## src/rtl/ks_loop_filter_if.sv

```systemverilog
// Sample-stream and control bundle between the Karplus-Strong delay line and its loop filter.
// Slave side is the filter; master side drives samples and note events.
interface ks_loop_filter_if #(
  parameter int DATA_W = 32
);
  logic signed [DATA_W-1:0] q_in;
  logic                     q_valid;
  logic        [15:0]       decay;
  logic                     trig;
  logic                     note_off;
  logic signed [DATA_W-1:0] dfilter;
  logic                     dfilter_valid;
  logic        [1:0]        state;

  modport master (
    output q_in, q_valid, decay, trig, note_off,
    input  dfilter, dfilter_valid, state
  );

  modport slave (
    input  q_in, q_valid, decay, trig, note_off,
    output dfilter, dfilter_valid, state
  );
endinterface

```

## src/rtl/ks_loop_filter.sv

```systemverilog
// Karplus-Strong feedback filter: two-tap average, Q0.16 decay gain and a Q1.16 note fade
// driven by a play/release FSM, in a fixed three-stage pipeline.
module ks_loop_filter #(
  parameter int DATA_W    = 32,
  parameter int FADE_STEP = 64
) (
  input  logic            clk,
  input  logic            reset_n,
  ks_loop_filter_if.slave bus
);
  localparam int          PW        = DATA_W + 18;
  localparam logic [16:0] FADE_FULL = 17'h10000;
  localparam logic [16:0] STEP      = 17'(FADE_STEP);

  typedef enum logic [1:0] {
    S_IDLE = 2'd0,
    S_PLAY = 2'd1,
    S_REL  = 2'd2
  } state_t;

  // Signed product of two extended operands, floored by 2^16 and cut back to sample width.
  function automatic logic signed [DATA_W-1:0] scale_q16(
    input logic signed [PW-1:0] a,
    input logic signed [PW-1:0] b
  );
    logic signed [PW-1:0] p;
    p = a * b;
    p = p >>> 16;
    return p[DATA_W-1:0];
  endfunction

  state_t                   r_state, w_state_nxt;
  logic        [16:0]       r_fade, w_fade_nxt;
  logic signed [DATA_W-1:0] r_prev, w_prev_nxt;

  always_comb begin
    w_state_nxt = r_state;
    w_fade_nxt  = r_fade;
    w_prev_nxt  = r_prev;
    if (bus.q_valid) w_prev_nxt = bus.q_in;
    case (r_state)
      S_PLAY: if (bus.note_off) w_state_nxt = S_REL;
      S_REL: begin
        if (bus.q_valid) begin
          w_fade_nxt = (r_fade > STEP) ? (r_fade - STEP) : 17'd0;
          if (w_fade_nxt == 17'd0) w_state_nxt = S_IDLE;
        end
      end
      default: ;
    endcase
    // A new note overrides release/idle and restarts the average from silence.
    if (bus.trig) begin
      w_state_nxt = S_PLAY;
      w_fade_nxt  = FADE_FULL;
      if (!bus.q_valid) w_prev_nxt = '0;
    end
  end

  always_ff @(posedge clk or negedge reset_n) begin
    if (!reset_n) begin
      r_state <= S_IDLE;
      r_fade  <= '0;
      r_prev  <= '0;
    end else begin
      r_state <= w_state_nxt;
      r_fade  <= w_fade_nxt;
      r_prev  <= w_prev_nxt;
    end
  end

  // ---- stage 0: pair sum, gain/fade capture ----
  logic signed [DATA_W-1:0] w_prev_eff;
  logic signed [DATA_W:0]   w_sum;
  logic        [16:0]       w_fade_cap;
  logic signed [DATA_W:0]   r_sum_p0;
  logic        [15:0]       r_decay_p0;
  logic        [16:0]       r_fade_p0;
  logic                     r_vld_p0;

  assign w_prev_eff = bus.trig ? '0 : r_prev;
  assign w_sum      = $signed({bus.q_in[DATA_W-1], bus.q_in})
                    + $signed({w_prev_eff[DATA_W-1], w_prev_eff});
  assign w_fade_cap = bus.trig ? FADE_FULL : r_fade;

  always_ff @(posedge clk or negedge reset_n) begin
    if (!reset_n) begin
      r_vld_p0   <= 1'b0;
      r_sum_p0   <= '0;
      r_decay_p0 <= '0;
      r_fade_p0  <= '0;
    end else begin
      r_vld_p0 <= bus.q_valid;
      if (bus.q_valid) begin
        r_sum_p0   <= w_sum;
        r_decay_p0 <= bus.decay;
        r_fade_p0  <= w_fade_cap;
      end
    end
  end

  // ---- stage 1: floored average, decay gain ----
  logic signed [DATA_W-1:0] w_avg_p1;
  logic signed [PW-1:0]     w_avg_ext, w_decay_ext;
  logic signed [DATA_W-1:0] r_g_p1;
  logic        [16:0]       r_fade_p1;
  logic                     r_vld_p1;

  assign w_avg_p1    = r_sum_p0[DATA_W:1];
  assign w_avg_ext   = {{(PW-DATA_W){w_avg_p1[DATA_W-1]}}, w_avg_p1};
  assign w_decay_ext = {{(PW-16){1'b0}}, r_decay_p0};

  always_ff @(posedge clk or negedge reset_n) begin
    if (!reset_n) begin
      r_vld_p1  <= 1'b0;
      r_g_p1    <= '0;
      r_fade_p1 <= '0;
    end else begin
      r_vld_p1 <= r_vld_p0;
      if (r_vld_p0) begin
        r_g_p1    <= scale_q16(w_avg_ext, w_decay_ext);
        r_fade_p1 <= r_fade_p0;
      end
    end
  end

  // ---- stage 2: fade level, output register ----
  logic signed [PW-1:0]     w_g_ext, w_fade_ext;
  logic signed [DATA_W-1:0] r_dfilter_p2;
  logic                     r_vld_p2;

  assign w_g_ext    = {{(PW-DATA_W){r_g_p1[DATA_W-1]}}, r_g_p1};
  assign w_fade_ext = {{(PW-17){1'b0}}, r_fade_p1};

  always_ff @(posedge clk or negedge reset_n) begin
    if (!reset_n) begin
      r_vld_p2     <= 1'b0;
      r_dfilter_p2 <= '0;
    end else begin
      r_vld_p2 <= r_vld_p1;
      if (r_vld_p1) r_dfilter_p2 <= scale_q16(w_g_ext, w_fade_ext);
    end
  end

  assign bus.dfilter       = r_dfilter_p2;
  assign bus.dfilter_valid = r_vld_p2;
  assign bus.state         = r_state;
endmodule

```

## src/flat_wrapper.sv

```systemverilog
// flat-port wrapper written by rule: the top's interface ports become plain ports
module ks_loop_filter_flat 
#(
  parameter int DATA_W    = 32,
  parameter int FADE_STEP = 64
)
  (clk, reset_n, bus_q_in, bus_q_valid, bus_decay, bus_trig, bus_note_off, bus_dfilter, bus_dfilter_valid, bus_state);
  ks_loop_filter_if #(.DATA_W(DATA_W)) bus_i ();
  input  logic clk;
  input  logic reset_n;
  input wire logic [$bits(bus_i.q_in)-1:0] bus_q_in;
  input wire logic [$bits(bus_i.q_valid)-1:0] bus_q_valid;
  input wire logic [$bits(bus_i.decay)-1:0] bus_decay;
  input wire logic [$bits(bus_i.trig)-1:0] bus_trig;
  input wire logic [$bits(bus_i.note_off)-1:0] bus_note_off;
  output wire logic [$bits(bus_i.dfilter)-1:0] bus_dfilter;
  output wire logic [$bits(bus_i.dfilter_valid)-1:0] bus_dfilter_valid;
  output wire logic [$bits(bus_i.state)-1:0] bus_state;
  assign bus_i.q_in = bus_q_in;
  assign bus_i.q_valid = bus_q_valid;
  assign bus_i.decay = bus_decay;
  assign bus_i.trig = bus_trig;
  assign bus_i.note_off = bus_note_off;
  assign bus_dfilter = bus_i.dfilter;
  assign bus_dfilter_valid = bus_i.dfilter_valid;
  assign bus_state = bus_i.state;
  ks_loop_filter #(.DATA_W(DATA_W), .FADE_STEP(FADE_STEP)) u_core (.clk(clk), .reset_n(reset_n), .bus(bus_i));
endmodule
```

## config.mk

```make
export PLATFORM = sky130hd
export DESIGN_NAME = ks_loop_filter_flat
export DESIGN_NICKNAME = d
export VERILOG_FILES = /design/src/rtl/ks_loop_filter_if.sv /design/src/rtl/ks_loop_filter.sv /design/src/flat_wrapper.sv
export SDC_FILE = /design/constraint.sdc
export NUM_CORES = 2
export LEC_CHECK = 0
export ABC_AREA = 1
export BUFFER_PORTS_ARGS = -buffer_cell sky130_fd_sc_hd__buf_4
export CAP_MARGIN = 0
export CORE_MARGIN = 3
export CORE_UTILIZATION = 31
export CTS_BUF_LIST = sky130_fd_sc_hd__clkbuf_4
export DETAILED_ROUTE_END_ITERATION = 10
export GPL_ROUTABILITY_DRIVEN = 0
export SYNTH_ARGS = -nofsm -noshare
export SYNTH_HDL_FRONTEND = slang
export SYNTH_SLANG_ARGS = --single-unit
```

## constraint.sdc

```tcl
create_clock -name clk -period 5.4 [get_ports clk]
set_clock_uncertainty 0.2 [all_clocks]
set_input_delay 0.27 -clock clk [delete_from_list [all_inputs] [get_ports clk]]
set_output_delay 0.27 -clock clk [all_outputs]
set_load 0.1 [all_outputs]
```

======== After elaboration in Yosys (flattened, before gate mapping) ========
Cells that the tools add are included.
word-level totals
  register bits ........................... 201
  output and inout bits ................... 35
  logic and storage cells ................. 42
cells by class
  add/sub/neg operators ................... 2
  multiply operators ...................... 2
  $lt $le $gt $ge ......................... 1
  equal/unequal tests ..................... 5
  multiplexer cells ....................... 14
  reduce and logical (&&, ||, !) cells .... 6
operators by type and width
  kind                     count
  $mux W32                 4
  $mux W17                 5
  $mul A32 B17 Y48         1
  $mul A32 B18 Y48         1
  $add A32 B32 Y33         1
  $gt A17 B7 Y1 const B    1
  $logic_not A17 Y1        1
  $sub A17 B7 Y17 const B  1
  $mux W2                  4
  $ne A3 B3 Y1 const B     2
  $pmux W2 S2              1
  $reduce_and A4 Y1        1
  $reduce_bool A2 Y1       2
  $ne A3 B2 Y1 const B     1
  $reduce_bool A3 Y1       1
  $eq A2 B1 Y1 const B     1
  $eq A2 B2 Y1 const B     1
  $reduce_and A2 Y1        1

======== Logic depth before layout (Yosys ltp) ========
  depth in word-level cells ............... 7
  depth in mapped cells ................... 29

======== Least setup slack after synthesis ========
OpenSTA, ideal clock, no wires.
  path type ............................... register to register
  from .................................... register u_core.r_sum_p0[32]
  to ...................................... register u_core.r_g_p1[27]
  setup time .............................. 0.118 ns
  arrival ................................. 5.588 ns
  required time ........................... 5.082 ns
  setup slack ............................. -0.506 ns
  stages on the path, launching flop included .. 24
  path buffers ............................ 2
  period minus slack after synthesis ...... 5.906 ns
  cell sequence ........................... dfrtp_1 clkbuf_1 clkbuf_1 nand2_1 fa_1 fa_1 inv_1 fa_1 fa_1 fa_1 inv_1 fa_1 inv_1 ha_1 nand2_1 nor2_1 nand2_1 nor2_2 nand2_1 or2_1 nand3_1 nand2_1 nand3_1 nand2_1
between the ends
  longest elaborated chain between the ends .. 1
ends and longest elaborated chain
  what                      RTL line               source
  start: declaration        ks_loop_filter.sv:75   logic signed [DATA_W:0] r_sum_p0;
  start signal: assignment  ks_loop_filter.sv:94   r_sum_p0 <= w_sum;
  $mul A32 B17 Y48          ks_loop_filter.sv:27   p = a * b;
  end signal: assignment    ks_loop_filter.sv:120  r_g_p1 <= scale_q16(w_avg_ext, w_decay_ext);
  end: declaration          ks_loop_filter.sv:104  logic signed [DATA_W-1:0] r_g_p1;
No other way between the ends.
A chain may end at the register's enable or synchronous reset.

======== Worst setup path after layout ========
  from .................................... register u_core.r_decay_p0[11]
  to ...................................... register u_core.r_g_p1[31]
between the ends
  longest elaborated chain between the ends .. 1
ends and longest elaborated chain
  what                      RTL line              source
  start: declaration        ks_loop_filter.sv:76  logic [15:0] r_decay_p0;
  start signal: assignment  ks_loop_filter.sv:95  r_decay_p0 <= bus.decay;
  $mul A32 B17 Y48          ks_loop_filter.sv:27
No other way between the ends.

==> flow_metrics.py <==
metrics = {
    "placed_design": {
        "placed_area_um2": 56500,
        "dp_hpwl_mm": 114,
        "placement.io_buffers": 87,
    },
    "clock_network": {
        "cts-root-to-sink-buffers": 2,
        "clock-root-buffer": "sky130_fd_sc_hd__clkbuf_4",
        "clock_insertion_delay_worst_skew_ns": 0.93,
        "tritoncts": "built",
        "cts_sinks": 200,
        "cts.reportedPaths.clkPinSlew_ns": 0.26,
        "cts_max_level": 4,
        "cts_buffers": 17,
    },
    "die": {
        "core_area_um2": 157000,
        "die_area_um2": 163000,
        "fp_rows": 145,
        "floorplan.initialDensity": 0.313,
        "num_io_pins": 88,
        "die_width_um": 404,
        "die_h_um": 404,
    },
    "critical_path": {
        "r2r_slack_ns": -0.55,
        "required_ns": 6.01,
        "regToRegEndpoint": "u_core.r_g_p1[31]$_DFFE_PN0P_",
        "timing.setup.critical_path_class": "reg -> reg",
        "crit_fanout": 11,
        "reg2reg_from": "u_core.r_decay_p0[11]$_DFFE_PN0P_",
        "cp-start-kind": "flop",
        "crit_arrival_ns": 6.56,
        "ff2ff_path_depth": 24,
        "worstSetupEndpointType": "flop",
    },
    "layout": {
        "layout.filler_cells": 15691,
        "final_layout_size_suffix_gt1_frac": 0.189,
        "area_growth_pct": 27.0,
        "nNetsFinal": 8574,
        "layout_commonest_cell": "sky130_fd_sc_hd__inv_1",
        "stdcell_area_um2": 62300,
        "layout_common_cells": "sky130_fd_sc_hd__inv_1, sky130_fd_sc_hd__nand2_1, sky130_fd_sc_hd__fa_1",
    },
    "sta": {
        "clock.fmax_mhz": 168,
        "slew_viol_final": 0,
        "postLayoutSetupSlackWorst_ns": -0.549,
        "final_period_minus_worst_setup_slack_ns": 5.95,
        "remaining_max_slew_budget_at_the_tightest_pin": 0.200,
        "hold_violations": 0,
        "setup_viol_count_final": 64,
        "setup_tns_ns": -23.65,
        "slew_at_the_pin_with_the_worst_max_slew_slack_ns": 1.20,
        "final_min_period_over_clock_period": 1.10,
        "rsz_0062_raised_after_global_routing": "yes",
    },
    "logic_synthesis": {
        "syn_inst": 6651,
        "synth.yosys.warnings": 0,
        "synth.top_cell.area_share": 0.404,
        "synth_cell_types": 46,
        "ys_seq_elements": 200,
        "synth_area_um2": 49000,
        "syn_area_per_cell_um2": 7.37,
        "syn-num-nets": 7949,
        "synthDominantAreaCellType": "sky130_fd_sc_hd__fa_1",
        "synth_area_leaders": "sky130_fd_sc_hd__fa_1, sky130_fd_sc_hd__inv_1, sky130_fd_sc_hd__nand2_1, sky130_fd_sc_hd__dfrtp_1, sky130_fd_sc_hd__ha_1",
        "seq_area_frac_synth": 0.102,
    },
    "run_status": {
        "failed_checks": "negative setup slack",
        "outcome": "finished with violations",
    },
    "hold_path": {
        "worstHoldEndpoint": "u_core.r_sum_p0[28]$_DFFE_PN0P_",
        "hold_class": "in -> reg",
        "min-delay-start": "bus_q_in[28]",
        "hold_path_stages": 6,
    },
    "route": {
        "drt_first_pass_iters": 7,
        "drtIter0Drc": 2718,
        "remaining_drc_errors": 0,
        "route.final.wire_length_mm": 144,
        "avgRoutedWirePerCell_um": 15.4,
        "route.vias.total": 42452,
        "avgViaCountPerCell": 4.54,
        "detail-route-antenna-nets": 0,
    },
    "grt": {
        "grt_antenna_before_repair": 4,
        "grt_use_total": 0.177,
        "first_global_vias": 45168,
        "overflow": 0,
        "wire_length_of_the_first_global_routing_pass_mm": 234,
        "grt_max_degree": 147,
    },
    "flow_run": {
        "maxCapViolations": 0,
    },
}
==> final cells by class <==
type | instances | area [um2] | share of cell area
diodes | 10 | 25.0 | 0.000402
repair buffers | 903 | 8700 | 0.140
inverters | 1999 | 7510 | 0.121
multi-input cells | 4155 | 38100 | 0.612
clock inverters | 14 | 153 | 0.00245
flip-flops and latches | 200 | 5030 | 0.0808
clock buffers | 18 | 135 | 0.00217
well taps | 2058 | 2570 | 0.0414
==> synth_stat cells, drive strengths merged <==
master and number:
inv 1998, nand2 1883, fa 990, nor2 307, clkbuf 282, ha 255, dfrtp 200, nand3 192
o21ai 168, a21oi 149, nand4 30, xnor2 30, nor3 24, o21bai 21, or2 16, buf 15
a21o 14, nand3b 14, xor2 12, o21a 10, a31oi 7, a21boi 6, and2 6, o211ai 5
o22ai 4, a22oi 3, nor4 3, and3 2, o32ai 2, a22o 1, clkinv 1, nand2b 1
==> layer usage <==
metal | GRT usage | vias up | wire length, um
met5 | 0 | - | 0
met4 | 0.0469 | 0 | 4330
met3 | 0.0209 | 255 | 7530
met2 | 0.303 | 1247 | 69300
met1 | 0.239 | 20929 | 63300
li1 | - | 20021 | -
==> stage by stage <==
step                 util  std cells  setup slack, ns  hold WS, ns
floorplan               -       6651          -0.0250       -0.226
global placement    0.361       9061           -0.773       0.0143
detailed placement  0.361       9061           -0.761       0.0142
CTS                 0.389       9314           -0.543       0.0906
global route        0.398       9350           -0.778        0.161
finish              0.398       9357           -0.549        0.213
==> worst max path at each step <==
stage                                           start  depth (start not counted)                                 end
global placement      u_core.r_fade_p1[3]$_DFFE_PN0P_                         22  u_core.bus.dfilter[13]$_DFFE_PN0P_
finish              u_core.r_decay_p0[11]$_DFFE_PN0P_                         24       u_core.r_g_p1[31]$_DFFE_PN0P_
detailed placement    u_core.r_fade_p1[3]$_DFFE_PN0P_                         23   u_core.bus.dfilter[5]$_DFFE_PN0P_
CTS                  u_core.r_decay_p0[8]$_DFFE_PN0P_                         24       u_core.r_g_p1[24]$_DFFE_PN0P_
global route         u_core.r_decay_p0[4]$_DFFE_PN0P_                         24       u_core.r_g_p1[31]$_DFFE_PN0P_
floorplan            u_core.r_decay_p0[4]$_DFFE_PN0P_                         23       u_core.r_g_p1[27]$_DFFE_PN0P_
==> critical path, cell delays in order, from the launching register on <==
cell	delay (ns)
sky130_fd_sc_hd__dfrtp_2	0.52
sky130_fd_sc_hd__buf_12	0.17
sky130_fd_sc_hd__buf_4	0.12
sky130_fd_sc_hd__nand2_1	0.06
sky130_fd_sc_hd__fa_1	0.53
sky130_fd_sc_hd__inv_1	0.05
sky130_fd_sc_hd__fa_1	0.49
sky130_fd_sc_hd__fa_1	0.53
sky130_fd_sc_hd__fa_1	0.51
sky130_fd_sc_hd__fa_1	0.49
sky130_fd_sc_hd__inv_1	0.05
sky130_fd_sc_hd__fa_1	0.48
sky130_fd_sc_hd__inv_1	0.06
sky130_fd_sc_hd__ha_4	0.29
sky130_fd_sc_hd__buf_4	0.11
sky130_fd_sc_hd__inv_1	0.05
sky130_fd_sc_hd__o21bai_1	0.19
sky130_fd_sc_hd__nor2_1	0.09
sky130_fd_sc_hd__nand2_1	0.15
sky130_fd_sc_hd__nand2_2	0.09
sky130_fd_sc_hd__and2_1	0.17
sky130_fd_sc_hd__and2_1	0.15
sky130_fd_sc_hd__nand3_1	0.07
sky130_fd_sc_hd__nand3_2	0.08
sky130_fd_sc_hd__nand2_1	0.10
==> logic make-up (layout without fill, tap and decap cells) <==
group	Yosys count	count (layout)	synth area share
and+or+nand+nor	2478	2478	0.201
buffers and inverters	2296	2934	0.176
adders and majority gates	1245	1245	0.470
AOI/OAI and AO/OA	390	390	0.0438
DFF	200	200	0.102
xor gates and xnor gates	42	42	0.00751
other	0	10	0
==> repair_timing <==
item / in CTS / in global routing
gates cloned: 8 / 9
pin swaps: 164 / 150
endpoints found under the setup margin: 64 / 64
hold buffers: 170 / 0
resized for setup: 472 / 280
endpoints found under the hold margin: 303 / 0
setup buffers: 45 / 24
Power is left out: the tool's default activity adds up to more than one toggle a clock period on the data nets, which glitch-free logic cannot reach.
